## src/rtl/alu_seq_unit.sv

```systemverilog
// Handshaked 4-bit ALU that accepts one operation at a time and returns one result.
// Shift and multiply iterate for one step per cycle; every other op completes in the accept cycle.
module alu_seq_unit #(
    parameter int WIDTH      = 4,
    parameter int MUL_CYCLES = 4
) (
    input  logic             clk,
    input  logic             rst,
    input  logic             in_valid,
    output logic             in_ready,
    input  logic [WIDTH-1:0] a,
    input  logic [WIDTH-1:0] b,
    input  logic [2:0]       sel,
    output logic             out_valid,
    input  logic             out_ready,
    output logic [WIDTH-1:0] y,
    output logic             carry,
    output logic             busy
);
    localparam int CW = $clog2(MUL_CYCLES + 1);

    localparam logic [2:0] OP_ADD = 3'b000;
    localparam logic [2:0] OP_SUB = 3'b001;
    localparam logic [2:0] OP_AND = 3'b010;
    localparam logic [2:0] OP_OR  = 3'b011;
    localparam logic [2:0] OP_XOR = 3'b100;
    localparam logic [2:0] OP_NOT = 3'b101;
    localparam logic [2:0] OP_SHL = 3'b110;
    localparam logic [2:0] OP_MUL = 3'b111;

    typedef enum logic [1:0] {IDLE, EXEC, DONE} state_t;

    state_t             state;
    logic               is_mul;
    logic [2*WIDTH-1:0] acc;
    logic [2*WIDTH-1:0] mcand;
    logic [WIDTH-1:0]   mplier;
    logic [WIDTH-1:0]   shv;
    logic [CW-1:0]      cnt;

    logic [WIDTH:0]     sum;
    logic [WIDTH-1:0]   quick_y;
    logic               quick_c;
    logic               needs_exec;
    logic [2*WIDTH-1:0] mul_next;
    logic               last_step;

    always_comb begin
        sum     = {1'b0, a} + {1'b0, b};
        quick_y = '0;
        quick_c = 1'b0;
        case (sel)
            OP_ADD: begin
                quick_y = sum[WIDTH-1:0];
                quick_c = sum[WIDTH];
            end
            OP_SUB: begin
                quick_y = a - b;
                quick_c = (a < b);
            end
            OP_AND: quick_y = a & b;
            OP_OR:  quick_y = a | b;
            OP_XOR: quick_y = a ^ b;
            OP_NOT: quick_y = ~a;
            // Only a zero shift amount completes here; it passes a through.
            OP_SHL: quick_y = a;
            default: quick_y = '0;
        endcase
    end

    assign needs_exec = (sel == OP_MUL) || ((sel == OP_SHL) && (b[1:0] != 2'b00));
    assign mul_next   = acc + (mplier[0] ? mcand : '0);
    assign last_step  = (cnt == CW'(1));

    always_ff @(posedge clk) begin
        if (rst) begin
            state     <= IDLE;
            y         <= '0;
            carry     <= 1'b0;
            out_valid <= 1'b0;
            busy      <= 1'b0;
            in_ready  <= 1'b1;
            is_mul    <= 1'b0;
            acc       <= '0;
            mcand     <= '0;
            mplier    <= '0;
            shv       <= '0;
            cnt       <= '0;
        end else begin
            case (state)
                IDLE: begin
                    if (in_valid) begin
                        in_ready <= 1'b0;
                        busy     <= 1'b1;
                        is_mul   <= (sel == OP_MUL);
                        acc      <= '0;
                        mcand    <= {{WIDTH{1'b0}}, a};
                        mplier   <= b;
                        shv      <= a;
                        if (needs_exec) begin
                            state <= EXEC;
                            cnt   <= (sel == OP_MUL) ? CW'(MUL_CYCLES) : CW'(b[1:0]);
                        end else begin
                            state     <= DONE;
                            y         <= quick_y;
                            carry     <= quick_c;
                            out_valid <= 1'b1;
                        end
                    end
                end
                EXEC: begin
                    // Both iterators advance every cycle; is_mul picks which one feeds the result.
                    cnt    <= cnt - CW'(1);
                    acc    <= mul_next;
                    mcand  <= mcand << 1;
                    mplier <= mplier >> 1;
                    shv    <= shv << 1;
                    if (last_step) begin
                        state     <= DONE;
                        out_valid <= 1'b1;
                        if (is_mul) begin
                            y     <= mul_next[WIDTH-1:0];
                            carry <= |mul_next[2*WIDTH-1:WIDTH];
                        end else begin
                            y     <= shv << 1;
                            carry <= shv[WIDTH-1];
                        end
                    end
                end
                DONE: begin
                    if (out_ready) begin
                        state     <= IDLE;
                        out_valid <= 1'b0;
                        busy      <= 1'b0;
                        in_ready  <= 1'b1;
                    end
                end
                default: state <= IDLE;
            endcase
        end
    end
endmodule

```

## config.mk

```make
export PLATFORM = sky130hd
export DESIGN_NAME = alu_seq_unit
export DESIGN_NICKNAME = d
export VERILOG_FILES = /design/src/rtl/alu_seq_unit.sv
export SDC_FILE = /design/constraint.sdc
export NUM_CORES = 1
export LEC_CHECK = 0
export BUFFER_PORTS_ARGS = -buffer_cell sky130_fd_sc_hd__buf_2
export CAP_MARGIN = 10
export CORE_ASPECT_RATIO = 1.4
export CORE_MARGIN = 1
export CORE_UTILIZATION = 64
export DETAILED_ROUTE_END_ITERATION = 12
export MAX_ROUTING_LAYER = met4
export PLACE_DENSITY = 0.9
export SYNTH_ARGS = -nofsm -noshare
export SYNTH_HDL_FRONTEND = slang
export SYNTH_SLANG_ARGS = --single-unit
```

## constraint.sdc

```tcl
create_clock -name clk -period 5.6 [get_ports clk]
set_clock_uncertainty 0.15 [all_clocks]
set_input_delay 0.56 -clock clk [delete_from_list [all_inputs] [get_ports clk]]
set_output_delay 0.56 -clock clk [all_outputs]
set_load 0.005 [all_outputs]
```

==> results of run 1 <==
-- per-layer routing --
layer	wire, um	track usage (%)	vias up
li1	-	-	1134
met1	2300	35.5	1080
met2	3060	52.2	60
met3	222	5.39	18
met4	165	14.9	0
met5	0	-	-
-- cells in the mapped netlist (2+ instances only) --
cell type  instances
o21a_1             2
buf_2              6
a21oi_1           16
o211ai_1           2
o22ai_1            4
inv_1             18
xor2_1             4
nor2_1            51
buf_4              4
clkbuf_1           8
mux2i_1            5
nor2b_1           12
a21o_1             2
nand2b_1           7
nand2_1           20
nand3_1            6
and3_1             3
a22oi_1           11
dfxtp_1           34
ha_1              21
o21bai_1           2
nor3b_1            3
a311oi_1           8
nand3b_1           2
a211oi_1           7
mux2_2             2
nor3_1             5
and2_1             7
xnor2_1            3
fa_1               3
o21ai_0           15
-- cell families (layout without fill, tap and decap cells) --
family / count (synthesis) / after routing / synth area share [%]
compound gates: 84 / 84 / 24.3
xor+xnor: 7 / 7 / 2.45
fa+ha+maj: 24 / 24 / 12.9
buf+inv: 38 / 48 / 6.90
flops: 34 / 34 / 27.2
mux: 7 / 7 / 2.90
simple gates: 122 / 122 / 23.4
-- worst max-delay path, stage by stage, from the launching register on --
cell	delay, ns
dfxtp_1	0.47
and2_1	0.17
ha_1	0.19
inv_1	0.07
fa_1	0.40
nor2b_1	0.17
o31a_1	0.18
mux2i_1	0.27
nand4b_1	0.12
o31ai_1	0.22
o21ai_1	0.10
-- worst paths after layout --
kind,startpoint,endpoint,slack [ns],depth (start not counted)
max,mplier[0]$_SDFFE_PP0P_,carry$_SDFFE_PP0P_,2.95,10
min,out_valid$_SDFFE_PP0P_,out_valid$_SDFFE_PP0P_,0.34,2
max reg2reg,mplier[0]$_SDFFE_PP0P_,carry$_SDFFE_PP0P_,2.95,10
min reg2reg,out_valid$_SDFFE_PP0P_,out_valid$_SDFFE_PP0P_,0.34,2
-- area by class of cell --
class	instances	area, um2	share of cell area (%)
repair buffers	23	118	4.39
flip-flops and latches	34	681	25.4
inverters	18	67.6	2.52
clock inverters	1	30.0	1.12
well taps	42	52.6	1.96
multi-input cells	244	1650	61.5
clock buffers	6	82.6	3.08
-- state kept, by name (all words and copies together) (netlist names), 2 cells and up --
register and cells:
acc 8, mcand 8, state 2, mplier 4
y 4, cnt 3
-- metrics by stage --
| step | total power [mW] | cells | util, % | setup slack, ns |
|---|---|---|---|---|
| after floorplan | 0.367 | 316 | - | 3.32 |
| after global placement | 0.393 | 361 | 69.3 | 3.01 |
| after detailed placement | 0.400 | 361 | 69.3 | 2.95 |
| after CTS | 0.630 | 368 | 72.3 | 3.02 |
| after global routing | 0.656 | 368 | 72.3 | 2.80 |
| final | 0.629 | 368 | 72.3 | 2.95 |
-- power groups by stage --
stage | Combinational, mW | Clock [mW] | Sequential [mW]
detailed placement | 0.124 | 0 | 0.275
floorplan | 0.0967 | 0 | 0.271
CTS | 0.125 | 0.235 | 0.270
global placement | 0.119 | 0 | 0.274
global route | 0.141 | 0.243 | 0.272
finish | 0.126 | 0.233 | 0.270
==> metrics.yaml, run 1 <==
grt_max_degree: 36
synthTopCellsByArea: "dfxtp_1, ha_1, nor2_1"
vias: 2292
die-area_um2: 4170
ios: 23
drive_gt1_share_pct: 12.3
cts.htree.levels: 2
p_int_mw: 0.450
nNetsFinal: 365
ir_drop_mv: 0.203
maxSlewHeadroom_pct: 39.6
pwr-share-comb_pct: 20.0
antenna_left: 0
synth_top_area_share_pct: 27.2
synth_seq_area_share_pct: 27.2
initial_utilization_pct: 67.5
drv_cap: 0
synth_cell_types: 54
drv_slew: 0
worst-slew-pin-transition_ns: 0.907
tns_ns: 0
fin_area_um2: 2680
first_iter_violations: 97
antennaDiodeCount: 0
syn_inst: 316
cp_max_fo: 9
setup_violations: 0
clk_latency_ns: 0.29
wl_per_cell_um: 15.6
wirelength_um: 5750
clockPowerShare_pct: 37.0
cts-root-buf: "clkbuf_8"
post_cts_buffers: 0
ys_warn_count: 0
cts_made_buffers: 5
p_per_area_nw_per_um2: 235
status: "complete, no violations"
grt_usage_pct: 31.8
switchingPower_mw: 0.180
grt_pass1_wl_um: 9600
drc: 0
worst_setup_path_end_kind: "flop"
grt_pass1_vias: 2149
core_um2: 3710
p_leak_nw: 1.15
cts_tree: "done"
postSynthAreaPerCell_um2: 7.92
layout_commonest_cell: "nor2_1"
place.gp.congestion: 0.906
dieWidth_um: 54.9
rows: 26
min_period_ns: 2.65
cts.clk_slew.worst_paths_ns: 0.07
rsz0062_at_grt: "false"
layout_common_cells: "nor2_1, dfxtp_1, buf_2"
async_flop_share_pct: 0
cts_sinks: 34
yosys.area.top_type: "dfxtp_1"
syn_nets: 355
criticalPathCategory: "reg2reg"
cts_resized: 0
netlist_area_um2: 2500
hp-class: "reg2reg"
fill_cells: 313
synth_edf_count: 0
cp-start-kind: "flop"
placed_area_um2: 2570
synth_seq_cells: 34
max_freq_mhz: 378
finalHoldViolCount: 0
switching_share_pct: 28.5
syn2layout_area_growth_pct: 7.10
holdBufCountCts: 0
overflow: 0
cp.required_ns: 5.61
antenna_found_initial: 0
via_per_inst: 6.23
dpl.hpwl_um: 4240
yosys_most_used_dff: "dfxtp_1"
cp.arrival_ns: 2.66
clockBufferDepth: 2
seqPwrFrac_pct: 43.0
holdWs_ns: 0.338
die_h_um: 76.0
first_pass_iters: 4
min_period_over_period_pct: 47.2
port_buffers: 22
No activity file was read; power rests on OpenSTA's default activity.
==> inputs of run 2 (changes only) <==
--- a/config.mk
+++ b/config.mk
@@ -5,14 +5,15 @@
 export SDC_FILE = /design/constraint.sdc
 export NUM_CORES = 1
 export LEC_CHECK = 0
+export ABC_AREA = 1
 export BUFFER_PORTS_ARGS = -buffer_cell sky130_fd_sc_hd__buf_2
 export CAP_MARGIN = 10
 export CORE_ASPECT_RATIO = 1.4
 export CORE_MARGIN = 1
-export CORE_UTILIZATION = 64
+export CORE_UTILIZATION = 60
 export DETAILED_ROUTE_END_ITERATION = 12
 export MAX_ROUTING_LAYER = met4
-export PLACE_DENSITY = 0.9
+export PLACE_DENSITY = 0.85
 export SYNTH_ARGS = -nofsm -noshare
 export SYNTH_HDL_FRONTEND = slang
 export SYNTH_SLANG_ARGS = --single-unit
==> constraint.sdc (replaced) <==
create_clock -name clk -period 2.7 [get_ports clk]
set_clock_uncertainty 0.15 [all_clocks]
set_input_delay 0.27 -clock clk [delete_from_list [all_inputs] [get_ports clk]]
set_output_delay 0.27 -clock clk [all_outputs]
set_load 0.005 [all_outputs]
==> run 2 against run 1 <==
Setup slack got worse by 2.6 ns. Clock-buffer cell count is 1 higher. Sequential power rose to 2.7 times the previous value. Utilization shrank 4.0 points. Synthesized cell count is 26% higher. First-iteration DRC count fell by 3.1%. Global-route usage down 1.9 points. Sequential share of layout area down 0.16 points. Fmax is 14% higher. Largest cell class unchanged. Final area is 0.65% higher. Register-to-register slack worse by 2.6 ns. Critical path type unchanged. Clock power rose by 51%.
==> metrics.yaml, run 2 <==
rsz0062_at_grt: "false"
min_to: "in_ready$_SDFFE_PP1P_"
cp_max_fo: 10  # +1
cts_sinks: 34  # unchanged
port_buffers: 22  # unchanged
holdBufCountCts: 0  # unchanged
dp.cells: 452  # +25%
switchingPower_mw: 0.923  # +410%
drc: 0  # unchanged
layout_common_cells: "nand2_1, inv_1, dfxtp_1"
hp-class: "in2reg"
drv_slew: 0  # unchanged
ir_drop_mv: 0.464  # +130%
max_freq_mhz: 431  # +14%
overflow: 0  # unchanged
synth_top_area_share_pct: 27.3  # +0.082 points
utilization_pct: 68.3  # -4.0 points
cp_slowest_stage_delay_ns: 0.49  # +0.02 ns
cts-root-buf: "clkbuf_8"
synth_cell_types: 31  # -43%
netlist_top_cells_count: "nand2_1, inv_1, dfxtp_1"
grt_util_met2_pct: 54.7  # +2.5 points
synth_edf_count: 0  # unchanged
path_cells: "nand2_1, inv_1, ha_1, inv_1, fa_1, inv_1, nand2_1, nand2_1, nand3_1, nand3_1, nand2_1, nor2_1, nand2_1, nand2_1, a21oi_1"
r2r_slack_ns: 0.38  # -2.58 ns
synth.most_common_cell: "nand2_1"
rr_endpoint: "carry$_SDFFE_PP0P_"
syn2layout_area_growth_pct: 8.12
gr-usage-met3_pct: 3.95  # -1.4 points
setup_violations: 0  # unchanged
antenna_left: 0  # unchanged
initial_utilization_pct: 63.2  # -4.4 points
grt_usage_pct: 29.9  # -1.9 points
dieWidth_um: 56.5  # +3.0%
cts_resized: 0  # unchanged
p_per_area_nw_per_um2: 757  # +220%
core_um2: 3950  # +6.6%
criticalPathCategory: "reg2reg"
cts.clk_slew.worst_paths_ns: 0.06  # about the same
final_cells: 459  # +25%
async_flop_share_pct: 0  # unchanged
synth_seq_cells: 34  # unchanged
drive_gt1_share_pct: 11.1  # -1.2 points
ys_warn_count: 0  # unchanged
antenna_found_initial: 0  # unchanged
place.gp.congestion: 0.881  # -2.7%
synthTopCellsByArea: "dfxtp_1, nand2_1, ha_1"
rows: 27  # +3.8%
cp.arrival_ns: 2.34  # -0.32 ns
cpMostUsedCell: "nand2_1"
drv_cap: 0  # unchanged
grt_max_degree: 24  # -33%
syn_inst: 397  # +26%
hold_path.startpoint: "out_ready"
netlist_area_um2: 2500  # -0.30%
clockBufferDepth: 2  # unchanged
post_cts_buffers: 0  # unchanged
maxSlewHeadroom_pct: 68.4  # +29 points
r2r-start: "mplier[0]$_SDFFE_PP0P_"
multiInputGateArea_um2: 1550  # -6.1%
die_h_um: 78.3  # +3.0%
fill_cells: 359  # +15%
seqCellArea_um2: 681  # unchanged
layout_commonest_cell: "nand2_1"
critPathSlowestCell: "dfxtp_1"
grt_pass1_wl_um: 10300  # +7.3%
hold_depth: 3  # +1
synth_seq_area_share_pct: 27.3  # +0.082 points
min_period_over_period_pct: 86.0  # +39 points
worst-slew-pin-transition_ns: 0.473  # -0.433 ns
die-area_um2: 4430  # +6.1%
rr_worst_depth: 15  # +5
syn_nets: 436  # +23%
total_power_mw: 2.04  # +220%
nNetsFinal: 455  # +25%
grt_util_met1_pct: 30.6  # -4.9 points
wl_per_cell_um: 12.7  # -19%
seqPwrFrac_pct: 36.2  # -6.8 points
p_int_mw: 1.12  # +150%
wirelength_um: 5840  # +1.6%
postSynthAreaPerCell_um2: 6.29  # -21%
vias: 2494  # +8.8%
finalHoldViolCount: 0  # unchanged
cp-start-kind: "flop"
cts_made_buffers: 5  # unchanged
dpl.hpwl_um: 4600  # +8.5%
worst_setup_path_end_kind: "flop"
ios: 23  # unchanged
p_leak_nw: 1.38  # +20%
clockPowerShare_pct: 17.2  # -20 points
cp.required_ns: 2.72  # -2.89 ns
first_iter_violations: 94  # -3.1%
cts_tree: "done"
top_usage_layer: "met2"
status: "complete, no violations"
holdWs_ns: 0.134  # -0.204 ns
switching_share_pct: 45.2  # +17 points
via_per_inst: 5.43  # -13%
first_pass_iters: 4  # unchanged
pwr-share-comb_pct: 46.6  # +27 points
yosys.area.top_type: "dfxtp_1"
antennaDiodeCount: 0  # unchanged
cts.htree.levels: 2  # unchanged
min_period_ns: 2.32  # -0.325 ns
yosys_most_used_dff: "dfxtp_1"
clk_latency_ns: 0.28  # about the same
grt_pass1_vias: 2459  # +14%
top_regs: "acc x8, mcand x8"
tns_ns: 0  # unchanged
-- run 2: changes by cell type in the layout (fill, tap and decap cells not counted), sizes merged, moves of 5 or more --
cell and delta:
o21ai +5, and2 -7, nor2 -23, mux2i -5, a31oi +6, nand2 +111, a22oi -11, nand3 +21
nand2b -7, nor2b -12, a21oi +16, inv +39, a311oi -8, a211oi -6
-- run 2: how the worst max path moves through the flow --
stage,start,cells after the start,slack (ns),end
2_1_floorplan,mplier[0]$_SDFFE_PP0P_,16,0.56,carry$_SDFFE_PP0P_
3_3_place_gp,mplier[0]$_SDFFE_PP0P_,15,0.54,carry$_SDFFE_PP0P_
3_5_place_dp,mplier[0]$_SDFFE_PP0P_,15,0.43,carry$_SDFFE_PP0P_
4_1_cts,mplier[0]$_SDFFE_PP0P_,15,0.41,carry$_SDFFE_PP0P_
5_1_grt,mplier[0]$_SDFFE_PP0P_,15,0.08,carry$_SDFFE_PP0P_
6_report,mplier[0]$_SDFFE_PP0P_,15,0.38,carry$_SDFFE_PP0P_
-- run 2: logic make-up (layout without fill, tap and decap cells) --
logic type      Yosys count  in the layout  synth area share (%)
simple gates            203            203                  34.6
compound gates           66             66                  14.2
flops                    34             34                  27.3
buf+inv                  69             88                  10.7
xor+xnor                  1              1                 0.351
fa+ha+maj                24             24                  12.9
-- run 2: area by class of cell --
cell class	instances	area share, %
clock buffers	7	2.83
multi-input cells	294	57.4
repair buffers	24	4.64
flip-flops and latches	34	25.2
inverters	57	7.93
well taps	43	1.99
-- run 2: per-stage QoR --
stage          area, um2  worst slack, ns
2_1_floorplan       2500            0.556
3_3_place_gp        2620            0.541
3_5_place_dp        2620            0.435
4_1_cts             2700            0.409
5_1_grt             2700           0.0798
6_report            2700            0.379
-- run 2: power by group through the flow --
stage | sequential [mW] | clock (mW) | combinational, mW
2_1_floorplan | 0.717 | 0 | 0.717
3_3_place_gp | 0.744 | 0 | 0.916
3_5_place_dp | 0.747 | 0 | 0.942
4_1_cts | 0.737 | 0.355 | 0.945
5_1_grt | 0.756 | 0.378 | 1.07
6_report | 0.739 | 0.351 | 0.952
-- run 2: routing by layer --
metal  routed length [um]  vias to the layer above
met2                 3110                       47
li1                     -                     1296
met5                    0                        -
met1                 2400                     1135
met3                  143                       16
met4                  189                        0
-- run 2: worst max-delay path: cells and delay by family, from the launching register on --
kind                     cells  cell delay, ns
AO/OA/AOI/OAI                1            0.05
adder cells (fa/ha/maj)      2            0.54
buffers and inverters        3            0.20
flip-flops                   1            0.49
AND/OR/NAND/NOR              9            0.79
==> inputs of run 3 (changes only) <==
--- a/config.mk
+++ b/config.mk
@@ -13,7 +13,7 @@
 export CORE_UTILIZATION = 60
 export DETAILED_ROUTE_END_ITERATION = 12
 export MAX_ROUTING_LAYER = met4
-export PLACE_DENSITY = 0.85
+export PLACE_DENSITY = 0.92
 export SYNTH_ARGS = -nofsm -noshare
 export SYNTH_HDL_FRONTEND = slang
 export SYNTH_SLANG_ARGS = --single-unit
==> run 3 against run 2 <==
Clock-buffer cell count down 1. Power up 2.5%. First-iteration DRC count up 17%. Sequential share of layout area down 0.17 points. Clock power up 17%. Die area unchanged. Worst hold slack worse by 0.023 ns. Wire length up 5.1%. Non-clock buffer count unchanged. Critical path type unchanged. Combinational power down 1%. Global-route usage up 0.87 points. Utilization up 0.47 points.
==> metrics.yaml, run 3 (synthesis results as in run 2) <==
status: "complete, no violations"
antenna_found_initial: 0  # unchanged
fin_ws_ns: 0.364  # -0.0157 ns
layout_commonest_cell: "nand2_1"
setup_violations: 0  # unchanged
place.gp.congestion: 1.03  # +17%
pwr-share-comb_pct: 44.9  # -1.7 points
cts-root-buf: "clkbuf_8"
holdWs_ns: 0.111  # -0.0229 ns
worst_setup_path_end_kind: "flop"
nNetsFinal: 455  # unchanged
cts_sinks: 34  # unchanged
clockBufferDepth: 2  # unchanged
utilization_pct: 68.8  # +0.47 points
cpMostUsedCell: "nand2_1"
wl_per_cell_um: 13.3  # +4.9%
p_int_mw: 1.15  # +2.5%
worst-slew-pin-transition_ns: 0.473  # -0.000259 ns
vias: 2584  # +3.6%
maxSlewHeadroom_pct: 68.2  # -0.19 points
drc: 0  # unchanged
min_period_over_period_pct: 86.5  # +0.58 points
max_freq_mhz: 428  # -0.67%
antenna_left: 0  # unchanged
total_power_mw: 2.09  # +2.5%
drv_slew: 0  # unchanged
p_leak_nw: 1.39  # +0.64%
port_buffers: 22  # unchanged
hp-class: "in2reg"
finalHoldViolCount: 0  # unchanged
die-area_um2: 4430  # unchanged
switching_share_pct: 45.2  # about the same
rsz0062_at_grt: "false"
syn2layout_area_growth_pct: 8.87
first_iter_violations: 110  # +17%
ir_drop_mv: 0.746  # +61%
path_delay_family: "simple AND/OR/NAND/NOR gates"
layout_common_cells: "nand2_1, inv_1, dfxtp_1"
p_per_area_nw_per_um2: 770  # +1.8%
top_regs: "acc x8, mcand x8"
criticalPathCategory: "reg2reg"
cp-start-kind: "flop"
switchingPower_mw: 0.947  # +2.5%
wirelength_um: 6140  # +5.1%
holdBufCountCts: 0  # unchanged
clockPowerShare_pct: 19.5  # +2.3 points
seqPwrFrac_pct: 35.5  # -0.7 points
grt_pass1_vias: 2435  # -0.98%
cts_made_buffers: 5  # unchanged
drive_gt1_share_pct: 11.8  # +0.69 points
cp_max_fo: 10  # unchanged
path_cells: "nand2_1, inv_1, ha_1, inv_1, fa_1, inv_1, nand2_1, nand2_1, nand3_1, nand3_1, nand2_1, nor2_1, nand2_1, nand2_1, a21oi_1"
dpl_worst_slack_ns: 0.432  # -0.00251 ns
cts.clk_slew.worst_paths_ns: 0.07  # about the same
via_per_inst: 5.62  # +3.4%
antennaDiodeCount: 0  # unchanged
critPathSlowestCell: "dfxtp_1"
dieWidth_um: 56.5  # unchanged
die_h_um: 78.3  # unchanged
overflow: 0  # unchanged
crit_buf_inv: 3  # unchanged
post_cts_buffers: 0  # unchanged
grt_max_degree: 21  # -13%
cts.htree.levels: 2  # unchanged
drv_cap: 0  # unchanged
rows: 27  # unchanged
initial_utilization_pct: 63.2  # unchanged
cts_resized: 0  # unchanged
fill_cells: 353  # -1.7%
clk_latency_ns: 0.30  # +0.02 ns
ios: 23  # unchanged
cp_slowest_stage_delay_ns: 0.49  # about the same
dpl.hpwl_um: 4700  # +2.1%
grt_pass1_wl_um: 10500  # +1.9%
cts_tree: "done"
grt_usage_pct: 30.8  # +0.87 points
core_um2: 3950  # unchanged
tns_ns: 0  # unchanged
cp.arrival_ns: 2.38  # +0.04 ns
min_period_ns: 2.34  # +0.0157 ns
first_pass_iters: 5  # +1
cp.required_ns: 2.75  # +0.03 ns
[run 3: cell types whose count changed in the layout (fill, tap and decap cells not counted)]
cell,change
clkbuf_1,-2
clkinv_2,+1
clkinvlp_4,+1
clkbuf_8,+1
[run 3: area by class of cell]
class                           count  area [um2]  share of cell area (%)
Timing Repair Buffer               24         125                    4.60
Sequential cell                    34         681                    25.0
Clock inverter                      2        12.5                   0.460
Inverter                           57         214                    7.87
Multi-Input combinational cell    294        1550                    57.0
Tap cell                           43        53.8                    1.98
Clock buffer                        6        82.6                    3.04
[run 3: power groups by stage]
stage | clock (mW) | combinational, mW | sequential [mW]
global placement | 0 | 0.903 | 0.745
finish | 0.409 | 0.941 | 0.744
global route | 0.436 | 1.06 | 0.759
floorplan | 0 | 0.717 | 0.717
detailed placement | 0 | 0.926 | 0.747
CTS | 0.406 | 0.929 | 0.739
[run 3: path summary, 6_finish.rpt]
check | start | to | slack, ns | depth (start not counted)
worst max-delay path | mplier[0]$_SDFFE_PP0P_ | carry$_SDFFE_PP0P_ | 0.36 | 15
worst min-delay path | a[0] | mcand[0]$_SDFFE_PP0P_ | 0.11 | 3
worst max register to register | mplier[0]$_SDFFE_PP0P_ | carry$_SDFFE_PP0P_ | 0.36 | 15
worst min register to register | acc[0]$_SDFFE_PP0P_ | acc[0]$_SDFFE_PP0P_ | 0.32 | 2
[run 3: per-layer routing]
metal	track usage [%]	part of all wire, %	vias up
met5	-	0	-
met1	33.1	39	1146
met3	2.97	5.5	23
met4	14.9	3.7	0
met2	55.8	51	108
li1	-	-	1307
[run 3: tightest hold or removal path, delay by kind of cell]
| kind | cells | cell delay [ns] |
|---|---|---|
| and+or+nand+nor | 1 | 0.06 |
| AOI/OAI and AO/OA | 1 | 0.06 |
| buffers and inverters | 1 | 0.12 |
[run 3: stage by stage]
step	std cells	area [um2]
3_3_place_gp	452	2620
6_report	460	2720
3_5_place_dp	452	2620
4_1_cts	460	2720
5_1_grt	460	2720
2_1_floorplan	397	2500
